File: config.mk
export PLATFORM = sky130hd
export DESIGN_NAME = uart_mmio_sequencer
export DESIGN_NICKNAME = d
export VERILOG_FILES = /design/src/rtl/uart_seq_pkg.sv /design/src/rtl/sync_fifo.sv /design/src/rtl/uart_mmio_sequencer.sv
export SDC_FILE = /design/constraint.sdc
export NUM_CORES = 1
export LEC_CHECK = 0
export ABC_CLOCK_PERIOD_IN_PS = 1900
export CORE_ASPECT_RATIO = 0.75
export CORE_UTILIZATION = 40
export CTS_BUF_LIST = sky130_fd_sc_hd__clkbuf_2 sky130_fd_sc_hd__clkbuf_4 sky130_fd_sc_hd__clkbuf_8
export CTS_CLUSTER_DIAMETER = 200
export DETAILED_ROUTE_END_ITERATION = 6
export DONT_BUFFER_PORTS = 1
export GPL_ROUTABILITY_DRIVEN = 1
export SLEW_MARGIN = 20
export SYNTH_ARGS = -nofsm -noshare
export SYNTH_HDL_FRONTEND = slang
export SYNTH_SLANG_ARGS = --single-unit
File: constraint.sdc
create_clock -name clk -period 1.9 [get_ports clk]
set_clock_uncertainty 0.2 [all_clocks]
set_input_delay 0.285 -clock clk [delete_from_list [all_inputs] [get_ports clk]]
set_output_delay 0.285 -clock clk [all_outputs]
set_load 0.005 [all_outputs]
File: src/rtl/uart_seq_pkg.sv
// Shared definitions for the UART MMIO sequencer: FSM states, UART register
// offsets within the peripheral window, and the STATUS register bit positions.
package uart_seq_pkg;

    typedef enum logic [2:0] {
        ST_INIT_BAUD,
        ST_INIT_CTRL,
        ST_POLL,
        ST_RD_DATA,
        ST_WR_DATA
    } seq_state_e;

    // Byte offsets of the UART slave registers
    localparam logic [31:0] UART_REG_DATA     = 32'h0000_0000;
    localparam logic [31:0] UART_REG_STATUS   = 32'h0000_0004;
    localparam logic [31:0] UART_REG_CTRL     = 32'h0000_0008;
    localparam logic [31:0] UART_REG_BAUD_DIV = 32'h0000_000C;

    // STATUS register bit positions
    localparam int STAT_RX_VALID      = 0;
    localparam int STAT_TX_READY      = 1;
    localparam int STAT_TX_PENDING    = 3;
    localparam int STAT_RX_OVERRUN    = 4;
    localparam int STAT_TX_CAN_ACCEPT = 5;

    // CTRL value for normal operation: TX_EN | RX_EN, interrupts disabled
    localparam logic [31:0] CTRL_INIT = 32'h0000_0003;

endpackage

File: src/rtl/sync_fifo.sv
// Single-clock FIFO with wrap-bit pointers. Pushes into a full FIFO and pops
// from an empty FIFO are ignored; simultaneous push and pop are allowed.
module sync_fifo #(
    parameter int W     = 8,
    parameter int DEPTH = 4
) (
    input  logic         clk,
    input  logic         rst_n,
    input  logic         push,
    input  logic [W-1:0] push_data,
    input  logic         pop,
    output logic [W-1:0] head,
    output logic         full,
    output logic         empty
);

    localparam int AW = $clog2(DEPTH);

    logic [W-1:0] mem [DEPTH];
    logic [AW:0]  wr_ptr;
    logic [AW:0]  rd_ptr;
    logic         do_push;
    logic         do_pop;

    assign empty   = (wr_ptr == rd_ptr);
    assign full    = (wr_ptr[AW] != rd_ptr[AW]) && (wr_ptr[AW-1:0] == rd_ptr[AW-1:0]);
    assign do_push = push && !full;
    assign do_pop  = pop && !empty;
    assign head    = mem[rd_ptr[AW-1:0]];

    // Advance read and write pointers; the extra wrap bit separates full from empty
    always_ff @(posedge clk or negedge rst_n) begin
        if (!rst_n) begin
            wr_ptr <= '0;
            rd_ptr <= '0;
        end else begin
            if (do_push) wr_ptr <= wr_ptr + 1'b1;
            if (do_pop)  rd_ptr <= rd_ptr + 1'b1;
        end
    end

    // Storage array, written only on an accepted push
    always_ff @(posedge clk) begin
        if (do_push) mem[wr_ptr[AW-1:0]] <= push_data;
    end

endmodule

File: src/rtl/uart_mmio_sequencer.sv
// MMIO bus master that initialises the UART slave and then shuttles bytes
// between the UART DATA register and a TX/RX FIFO pair. Each DATA access is
// preceded by a fresh STATUS read, and requests are held until accepted.
module uart_mmio_sequencer
    import uart_seq_pkg::*;
#(
    parameter int          ADDR_W       = 32,
    parameter logic [31:0] BASE_ADDR    = 32'h0,
    parameter logic [15:0] BAUD_DIV_RST = 16'd0,
    parameter int          TX_DEPTH     = 4,
    parameter int          RX_DEPTH     = 4
) (
    input  logic              clk,
    input  logic              rst_n,
    input  logic              s_tx_valid,
    input  logic [7:0]        s_tx_data,
    output logic              s_tx_ready,
    output logic              m_rx_valid,
    output logic [7:0]        m_rx_data,
    input  logic              m_rx_ready,
    input  logic              cfg_baud_wr,
    input  logic [15:0]       cfg_baud_div,
    output logic              overrun_o,
    input  logic              overrun_clr,
    output logic              busy_o,
    output logic              mmio_valid,
    output logic              mmio_we,
    output logic [ADDR_W-1:0] mmio_addr,
    output logic [31:0]       mmio_wdata,
    output logic [3:0]        mmio_wstrb,
    input  logic [31:0]       mmio_rdata,
    input  logic              mmio_ready
);

    seq_state_e  state;
    seq_state_e  state_next;
    logic        active;
    logic [15:0] baud_reg;
    logic        baud_pend;
    logic        last_was_rx;
    logic        overrun;
    logic        fire;
    logic        req_we;
    logic [31:0] req_off;
    logic [31:0] req_wdata;
    logic        rx_want;
    logic        tx_want;

    logic        tx_full;
    logic        tx_empty;
    logic [7:0]  tx_head;
    logic        rx_full;
    logic        rx_empty;
    logic [7:0]  rx_head;
    logic        unused_rdata;

    assign unused_rdata = ^mmio_rdata[31:8];

    assign fire    = mmio_valid && mmio_ready;
    assign rx_want = mmio_rdata[STAT_RX_VALID] && !rx_full;
    assign tx_want = mmio_rdata[STAT_TX_CAN_ACCEPT] && !tx_empty;

    sync_fifo #(.W(8), .DEPTH(TX_DEPTH)) u_tx_fifo (
        .clk       (clk),
        .rst_n     (rst_n),
        .push      (s_tx_valid && s_tx_ready),
        .push_data (s_tx_data),
        .pop       ((state == ST_WR_DATA) && fire),
        .head      (tx_head),
        .full      (tx_full),
        .empty     (tx_empty)
    );

    sync_fifo #(.W(8), .DEPTH(RX_DEPTH)) u_rx_fifo (
        .clk       (clk),
        .rst_n     (rst_n),
        .push      ((state == ST_RD_DATA) && fire),
        .push_data (mmio_rdata[7:0]),
        .pop       (m_rx_ready && m_rx_valid),
        .head      (rx_head),
        .full      (rx_full),
        .empty     (rx_empty)
    );

    // Outputs are forced low while reset is asserted and in the first cycle after release
    assign s_tx_ready = active && !tx_full;
    assign m_rx_valid = !rx_empty;
    assign m_rx_data  = rx_empty ? 8'h00 : rx_head;
    assign overrun_o  = overrun;
    assign busy_o     = active && ((state != ST_POLL) || !tx_empty || !rx_empty);
    assign mmio_valid = active;
    assign mmio_we    = active && req_we;
    assign mmio_addr  = active ? (BASE_ADDR[ADDR_W-1:0] + req_off[ADDR_W-1:0]) : '0;
    assign mmio_wdata = active ? req_wdata : 32'h0;
    assign mmio_wstrb = active ? 4'hF : 4'h0;

    // Marks the sequencer live once a clock edge has passed outside reset
    always_ff @(posedge clk or negedge rst_n) begin
        if (!rst_n) active <= 1'b0;
        else        active <= 1'b1;
    end

    // FSM state register
    always_ff @(posedge clk or negedge rst_n) begin
        if (!rst_n) state <= ST_INIT_BAUD;
        else        state <= state_next;
    end

    // Request decode per state and next-state choice; the state only moves on fire
    always_comb begin
        state_next = state;
        req_we     = 1'b0;
        req_off    = UART_REG_STATUS;
        req_wdata  = 32'h0;
        case (state)
            ST_INIT_BAUD: begin
                req_we    = 1'b1;
                req_off   = UART_REG_BAUD_DIV;
                req_wdata = {16'h0, baud_reg};
                if (fire) state_next = ST_INIT_CTRL;
            end
            ST_INIT_CTRL: begin
                req_we    = 1'b1;
                req_off   = UART_REG_CTRL;
                req_wdata = CTRL_INIT;
                if (fire) state_next = ST_POLL;
            end
            ST_POLL: begin
                if (fire) begin
                    if (baud_pend)             state_next = ST_INIT_BAUD;
                    else if (rx_want && tx_want) state_next = last_was_rx ? ST_WR_DATA : ST_RD_DATA;
                    else if (rx_want)          state_next = ST_RD_DATA;
                    else if (tx_want)          state_next = ST_WR_DATA;
                    else                       state_next = ST_POLL;
                end
            end
            ST_RD_DATA: begin
                req_off = UART_REG_DATA;
                if (fire) state_next = ST_POLL;
            end
            ST_WR_DATA: begin
                req_we    = 1'b1;
                req_off   = UART_REG_DATA;
                req_wdata = {24'h0, tx_head};
                if (fire) state_next = ST_POLL;
            end
            default: state_next = ST_INIT_BAUD;
        endcase
    end

    // Baud reprogram request; a pulse coinciding with the BAUD_DIV write keeps it pending
    always_ff @(posedge clk or negedge rst_n) begin
        if (!rst_n) begin
            baud_reg  <= BAUD_DIV_RST;
            baud_pend <= 1'b0;
        end else if (cfg_baud_wr) begin
            baud_reg  <= cfg_baud_div;
            baud_pend <= 1'b1;
        end else if ((state == ST_INIT_BAUD) && fire) begin
            baud_pend <= 1'b0;
        end
    end

    // Remembers the direction of the last DATA access for round-robin arbitration
    always_ff @(posedge clk or negedge rst_n) begin
        if (!rst_n)                                last_was_rx <= 1'b0;
        else if ((state == ST_RD_DATA) && fire)    last_was_rx <= 1'b1;
        else if ((state == ST_WR_DATA) && fire)    last_was_rx <= 1'b0;
    end

    // Sticky overrun flag; a new overrun report wins over a clear in the same cycle
    always_ff @(posedge clk or negedge rst_n) begin
        if (!rst_n)
            overrun <= 1'b0;
        else if ((state == ST_POLL) && fire && mmio_rdata[STAT_RX_OVERRUN])
            overrun <= 1'b1;
        else if (overrun_clr)
            overrun <= 1'b0;
    end

endmodule

==> results.md, run 1 <==
- Total power: 0.00648 W
- Data arrival, critical path: 1.72 ns
- Seq cells post-synth: 99
- Pre-CTS WS: -0.0397 ns
- Clock-pin slew on the worst setup and hold paths: 0.10 ns
- CP cell instances: buf_12 > mux4_2 > a21oi_2 > nor2_1
- Crit Path Class: flip-flop to primary output
- Post-synthesis sequential area ratio: 0.591
- Remaining antenna violation count: 0
- Primary FF master, synth: edfxtp_1
- GPL Wtd Cong: 0.737
- Drt pass-1 iters: 4
- CP Launch Type: flip-flop
- Status: complete, but fails checks
- Clock Latency Late Sink: 0.37 ns
- Final worst path period share: 1.16
- Max-cap violations: 0
- IO buf count: 0
- Slew @ Worst Pin: 0.834 ns
- Diodes inserted: 0
- Initial Utilization: 0.409
- Worst VDD drop: 0.486 mV
- Synth unique cells: 44
- Cell count after synthesis: 323
- Starting DRT DRC Count: 102
- Layout Nets: 472
- Die footprint: 0.0123 mm²
- Mean Syn Cell Area: 14.7 µm²
- Critical Path Sink Type: primary output
- Post-Synthesis Cell Area: 0.00473 mm²
- Setup violations, final: 28
- Filler cells: 1,003
- Number of global-route vias before repair: 2,578
- Minimum setup slack in the final design: -0.304 ns
- CTS buffer count: 9
- Global-route usage over all layers: 0.148
- FMAX: 0.454 GHz
- Remaining Overflow, GRT: 0
- First-pass GRT wire length: 13.3 mm
- Commonest cells after routing, fill and taps aside: edfxtp_1 (64), conb_1 (47), dlygate4sd3_1 (38)
- Final setup TNS: -5.01 ns
- Layout area overhead: 21.4%
- Clock Path Buffers: 2
- Top delay family on crit path: multiplexers
- Largest net degree at the start of global routing: 36
- Final Hold Fails: 0
- Asr flop ratio synth: 0.354
- Die Wd: 128 µm
- Initial antenna violation count: 0
- Final core utilization: 0.497
- Core area: 0.0116 mm²
- Failing checks: negative setup slack
- TritonCTS clock tree: done
- Post-synth EDFFs: 64
- YS warnings: 0
- Share of cells above drive strength 1: 0.332
- H-tree levels: 3
- RSZ-0062 raised after global routing: true
- Static leakage: 2.28 nW
- Cell Rows: 34
- Min Tclk post-route: 2.20 ns
- Routed len/inst: 15.4 µm
- Vias: 2,640
- Slowest cell on crit path: mux4_2
- DRC viols: 0
- Clock Sinks: 99
- Die Y: 96.2 µm
- Max transition margin: 0.442
- I/O pins: 145
- Slew Limit Fails: 0
- CTS root buffer: clkbuf_8
- Hold_ws: 0.0458 ns
- Worst path required time: 1.41 ns
- Most common cell after layout, fill and taps aside: edfxtp_1
- Hpwl dp: 5.63 mm
- WL final: 8.74 mm
- Power Density: 1130 mW/mm²
- Hold Path Class: primary input to flip-flop
- Max stage delay on crit path: 0.55 ns
- Worst Path Buf+Inv: 1
- Via/cell ratio: 4.66
- CP max FO: 10
[worst min-delay path: stages]
cell     delay [ns]
nand4_1        0.10
nor2b_2        0.07
xor2_1         0.12
[repair_timing]
action / CTS / global route
hold buffers: 39 / 0
endpoints found under the hold margin: 126 / 0
endpoints found under the setup margin: 66 / 71
gates resized for setup: 46 / 14
buffers inserted: 7 / 4
pin swaps: 13 / 9
cloned: 2 / 1
[kinds of logic (layout without fill, tap and decap cells)]
kind of cell               count (synthesis)  count (layout)  share of synthesized area
adders and majority gates                 10              10                     0.0264
DFF                                       99              99                      0.591
buffers and inverters                     72             107                      0.101
other                                      2              47                    0.00159
muxes                                     42              42                      0.142
AOI/OAI and AO/OA                         18              18                     0.0307
and+or+nand+nor                           66              67                     0.0764
xor gates and xnor gates                  14              14                     0.0307
[cells in the mapped netlist, types with 2 or more instances]
cell	instances	area (µm²)
a21oi_1	5	25.0
and2_1	17	106
and2_2	3	22.5
and3_1	3	18.8
buf_2	3	15.0
buf_4	52	390
clkbuf_1	4	15.0
conb_1	2	7.51
dfrtp_1	35	876
edfxtp_1	64	1920
ha_1	10	125
inv_1	11	41.3
mux2_2	19	214
mux2i_1	7	70.1
mux4_1	8	210
mux4_2	8	180
nand2_1	7	26.3
nand2b_1	3	18.8
nand3_1	6	30.0
nand3b_1	2	15.0
nand4_1	2	12.5
nand4b_1	2	17.5
nor2_1	16	60.1
nor2b_1	2	12.5
o21ai_0	3	15.0
xnor2_1	8	70.1
xnor2_2	2	32.5
xor2_1	3	26.3
[area by class of cell]
cell class,instances,area (µm²),share of cell area
Clock inverter,7,65.1,0.0113
Clock buffer,9,124,0.0216
Sequential cell,99,2800,0.487
Inverter,11,41.3,0.00719
Timing Repair Buffer,80,791,0.138
Tap cell,162,203,0.0353
Multi-Input combinational cell,198,1720,0.300
[worst paths after layout]
path	cells after the start	slack, ns	start	endpoint
worst max-delay path	4	-0.30	u_tx_fifo.rd_ptr[0]$_DFFE_PN0P_	mmio_wdata[0]
worst min-delay path	3	0.05	mmio_ready	u_tx_fifo.rd_ptr[0]$_DFFE_PN0P_
worst max register to register	4	0	u_rx_fifo.rd_ptr[2]$_DFFE_PN0P_	u_rx_fifo.mem[0][7]$_DFFE_PP_
worst min register to register	1	0.31	baud_reg[11]$_DFFE_PN0P_	baud_reg[11]$_DFFE_PN0P_
max in group asynchronous	2	1.13	rst_n	u_rx_fifo.rd_ptr[0]$_DFFE_PN0P_
min in group asynchronous	2	0.15	rst_n	baud_reg[13]$_DFFE_PN0P_
[power breakdown]
group,switching (W),internal [W],leakage (nW)
Clock,0.000794,0.000511,0.0947
Sequential,0.000197,0.00256,0.999
Combinational,0.00107,0.00135,1.18
[through the flow]
stage | cells | area [µm²]
final | 566 | 5750
after CTS | 562 | 5670
after detailed placement | 499 | 4910
after global placement | 499 | 4910
after global routing | 566 | 5750
after floorplan | 368 | 4900
[layer usage]
layer | global-route usage | vias up | part of all wire
met5 | 0 | - | 0
met4 | 0.0608 | 0 | 0.024
met3 | 0.0411 | 17 | 0.049
met2 | 0.240 | 101 | 0.48
met1 | 0.188 | 1307 | 0.44
li1 | - | 1215 | -
Note: power is estimated with default switching activity, not from simulation.
==> run 2, diff against run 1 <==
- CTS_BUF_LIST: sky130_fd_sc_hd__clkbuf_2 sky130_fd_sc_hd__clkbuf_4 sky130_fd_sc_hd__clkbuf_8 -> sky130_fd_sc_hd__clkbuf_16
- GPL_TIMING_DRIVEN: default -> 0
- MAX_ROUTING_LAYER: default -> met4
==> results.md, run 2 (synthesis gave the netlist of run 1 again) <==
- Status: complete, but fails checks
- Failing checks: negative setup slack
- Die footprint: 0.0123 mm² (unchanged)
- TritonCTS clock tree: done
- Core area: 0.0116 mm² (unchanged)
- CTS root buffer: clkbuf_16
- Hold_ws: 0.0566 ns (+0.0108 ns)
- Routed len/inst: 15.5 µm (+0.44%)
- Remaining antenna violation count: 0 (unchanged)
- Drt pass-1 iters: 4 (unchanged)
- Minimum setup slack in the final design: -0.279 ns (+0.0250 ns)
- GPL Wtd Cong: 0.719 (-2.4%)
- Remaining Overflow, GRT: 0 (unchanged)
- Most common cell after layout, fill and taps aside: buf_4
- Worst VDD drop: 0.655 mV (+35%)
- Cells after DPL: 530 (+6.2%)
- Final Hold Fails: 0 (unchanged)
- Clock-pin slew on the worst setup and hold paths: 0.07 ns (-0.03 ns)
- Slew @ Worst Pin: 0.601 ns (-0.233 ns)
- Diodes inserted: 0 (unchanged)
- Share of cells above drive strength 1: 0.389 (+0.0571)
- Max-cap violations: 0 (unchanged)
- WL final: 9.41 mm (+7.7%)
- Final worst path period share: 1.15 (-0.0132)
- Hold Path Class: primary input to flip-flop
- Clock Sinks: 99 (unchanged)
- Die Y: 96.2 µm (unchanged)
- Via/cell ratio: 4.53 (-3.0%)
- Die Wd: 128 µm (unchanged)
- WHS Path Cells: 3 (unchanged)
- Critical Path Sink Type: primary output
- H-tree levels: 3 (unchanged)
- Cell Rows: 34 (unchanged)
- Starting DRT DRC Count: 102 (unchanged)
- Min Tclk post-route: 2.18 ns (-0.0250 ns)
- Crit Path Class: flip-flop to primary output
- Final core utilization: 0.539 (+0.0423)
- First-pass GRT wire length: 13.9 mm (+4.1%)
- Clock Path Buffers: 2 (unchanged)
- Slew Limit Fails: 0 (unchanged)
- Number of global-route vias before repair: 2,633 (+2.1%)
- Setup violations, final: 52 (+86%)
- CP max FO: 5 (-5)
- Commonest cells after routing, fill and taps aside: buf_4 (67), edfxtp_1 (64), conb_1 (47)
- Initial Utilization: 0.409 (unchanged)
- Largest net degree at the start of global routing: 36 (unchanged)
- RSZ-0062 raised after global routing: true
- Non-Filler Instances: 607 (+7.2%)
- Layout Nets: 513 (+8.7%)
- I/O pins: 145 (unchanged)
- Vias: 2,747 (+4.1%)
- DRC viols: 0 (unchanged)
- Data arrival, critical path: 1.69 ns (-0.03 ns)
- Max transition margin: 0.599 (+0.157)
- R2R depth: 4 (unchanged)
- Hpwl dp: 5.90 mm (+4.7%)
- Initial antenna violation count: 0 (unchanged)
- Worst path required time: 1.41 ns (about the same)
- Clock Latency Late Sink: 0.34 ns (-0.03 ns)
- CTS buffer count: 9 (unchanged)
- Power Density: 1180 mW/mm² (+4.1%)
- Static leakage: 2.55 nW (+12%)
- IO buf count: 0 (unchanged)
- Layout area overhead: 31.7%
- Global-route usage over all layers: 0.159 (+0.0111)
- FMAX: 0.459 GHz (+1.1%)
- CP Launch Type: flip-flop
==> run 2: per-layer routing <==
layer	up-vias	wire length (µm)	GRT usage
met5	-	0	-
met4	0	138	0.0510
met3	14	435	0.0450
met2	85	4760	0.264
met1	1354	4080	0.189
li1	1294	-	-
==> run 2: final timing paths <==
check,startpoint,endpoint,slack (ns)
worst max-delay path,u_tx_fifo.rd_ptr[0]$_DFFE_PN0P_,mmio_wdata[6],-0.28
worst min-delay path,mmio_ready,last_was_rx$_DFFE_PN0P_,0.06
worst max register to register,u_rx_fifo.wr_ptr[2]$_DFFE_PN0P_,u_rx_fifo.mem[0][7]$_DFFE_PP_,-0.11
worst min register to register,baud_pend$_DFFE_PN0P_,state[1]$_DFFE_PN0P_,0.29
max in group asynchronous,rst_n,u_rx_fifo.wr_ptr[2]$_DFFE_PN0P_,1.11
min in group asynchronous,rst_n,baud_reg[11]$_DFFE_PN0P_,0.18
==> run 2: layout make-up <==
type	instances	area [µm²]
Buffer	61	503
Clock buffer	9	225
Inverter	11	41.3
Clock inverter	7	76.3
Sequential cell	99	2800
Timing Repair Buffer	60	608
Tap cell	162	203
Fill cell	952	5340
Multi-Input combinational cell	198	1770
==> run 2: through the flow <==
step	setup slack [ns]	total power, W	instance area [µm²]	setup TNS (ns)
after floorplan	0.0451	0.00406	4900	0
after global placement	-0.515	0.00436	5100	-20.99
after detailed placement	-0.512	0.00441	5100	-21.60
after CTS	-0.316	0.00730	6170	-7.35
after global routing	-0.342	0.00770	6230	-11.32
final	-0.279	0.00733	6230	-7.21
==> run 2: timing repair <==
| action | in CTS | in global routing |
|---|---|---|
| setup endpoints to repair | 96 | 88 |
| endpoints found under the hold margin | 123 | 0 |
| buffers inserted | 15 | 6 |
| gates cloned | 3 | 1 |
| hold buffers | 38 | 0 |
| resized for setup | 73 | 11 |
| pin swaps | 19 | 15 |
==> run 2: critical path: stages, from the launching register on <==
cell and delay (ns):
dfrtp_2 0.42, buf_12 0.14, mux4_2 0.52, mux2i_1 0.17, nor2_1 0.09
==> run 2: power by group <==
| part | internal, W | switching [W] | leakage (nW) |
|---|---|---|---|
| registers | 0.00257 | 0.000252 | 0.994 |
| logic | 0.00153 | 0.00113 | 1.40 |
| clock network | 0.00103 | 0.000807 | 0.154 |
| total | 0.00514 | 0.00219 | 2.55 |
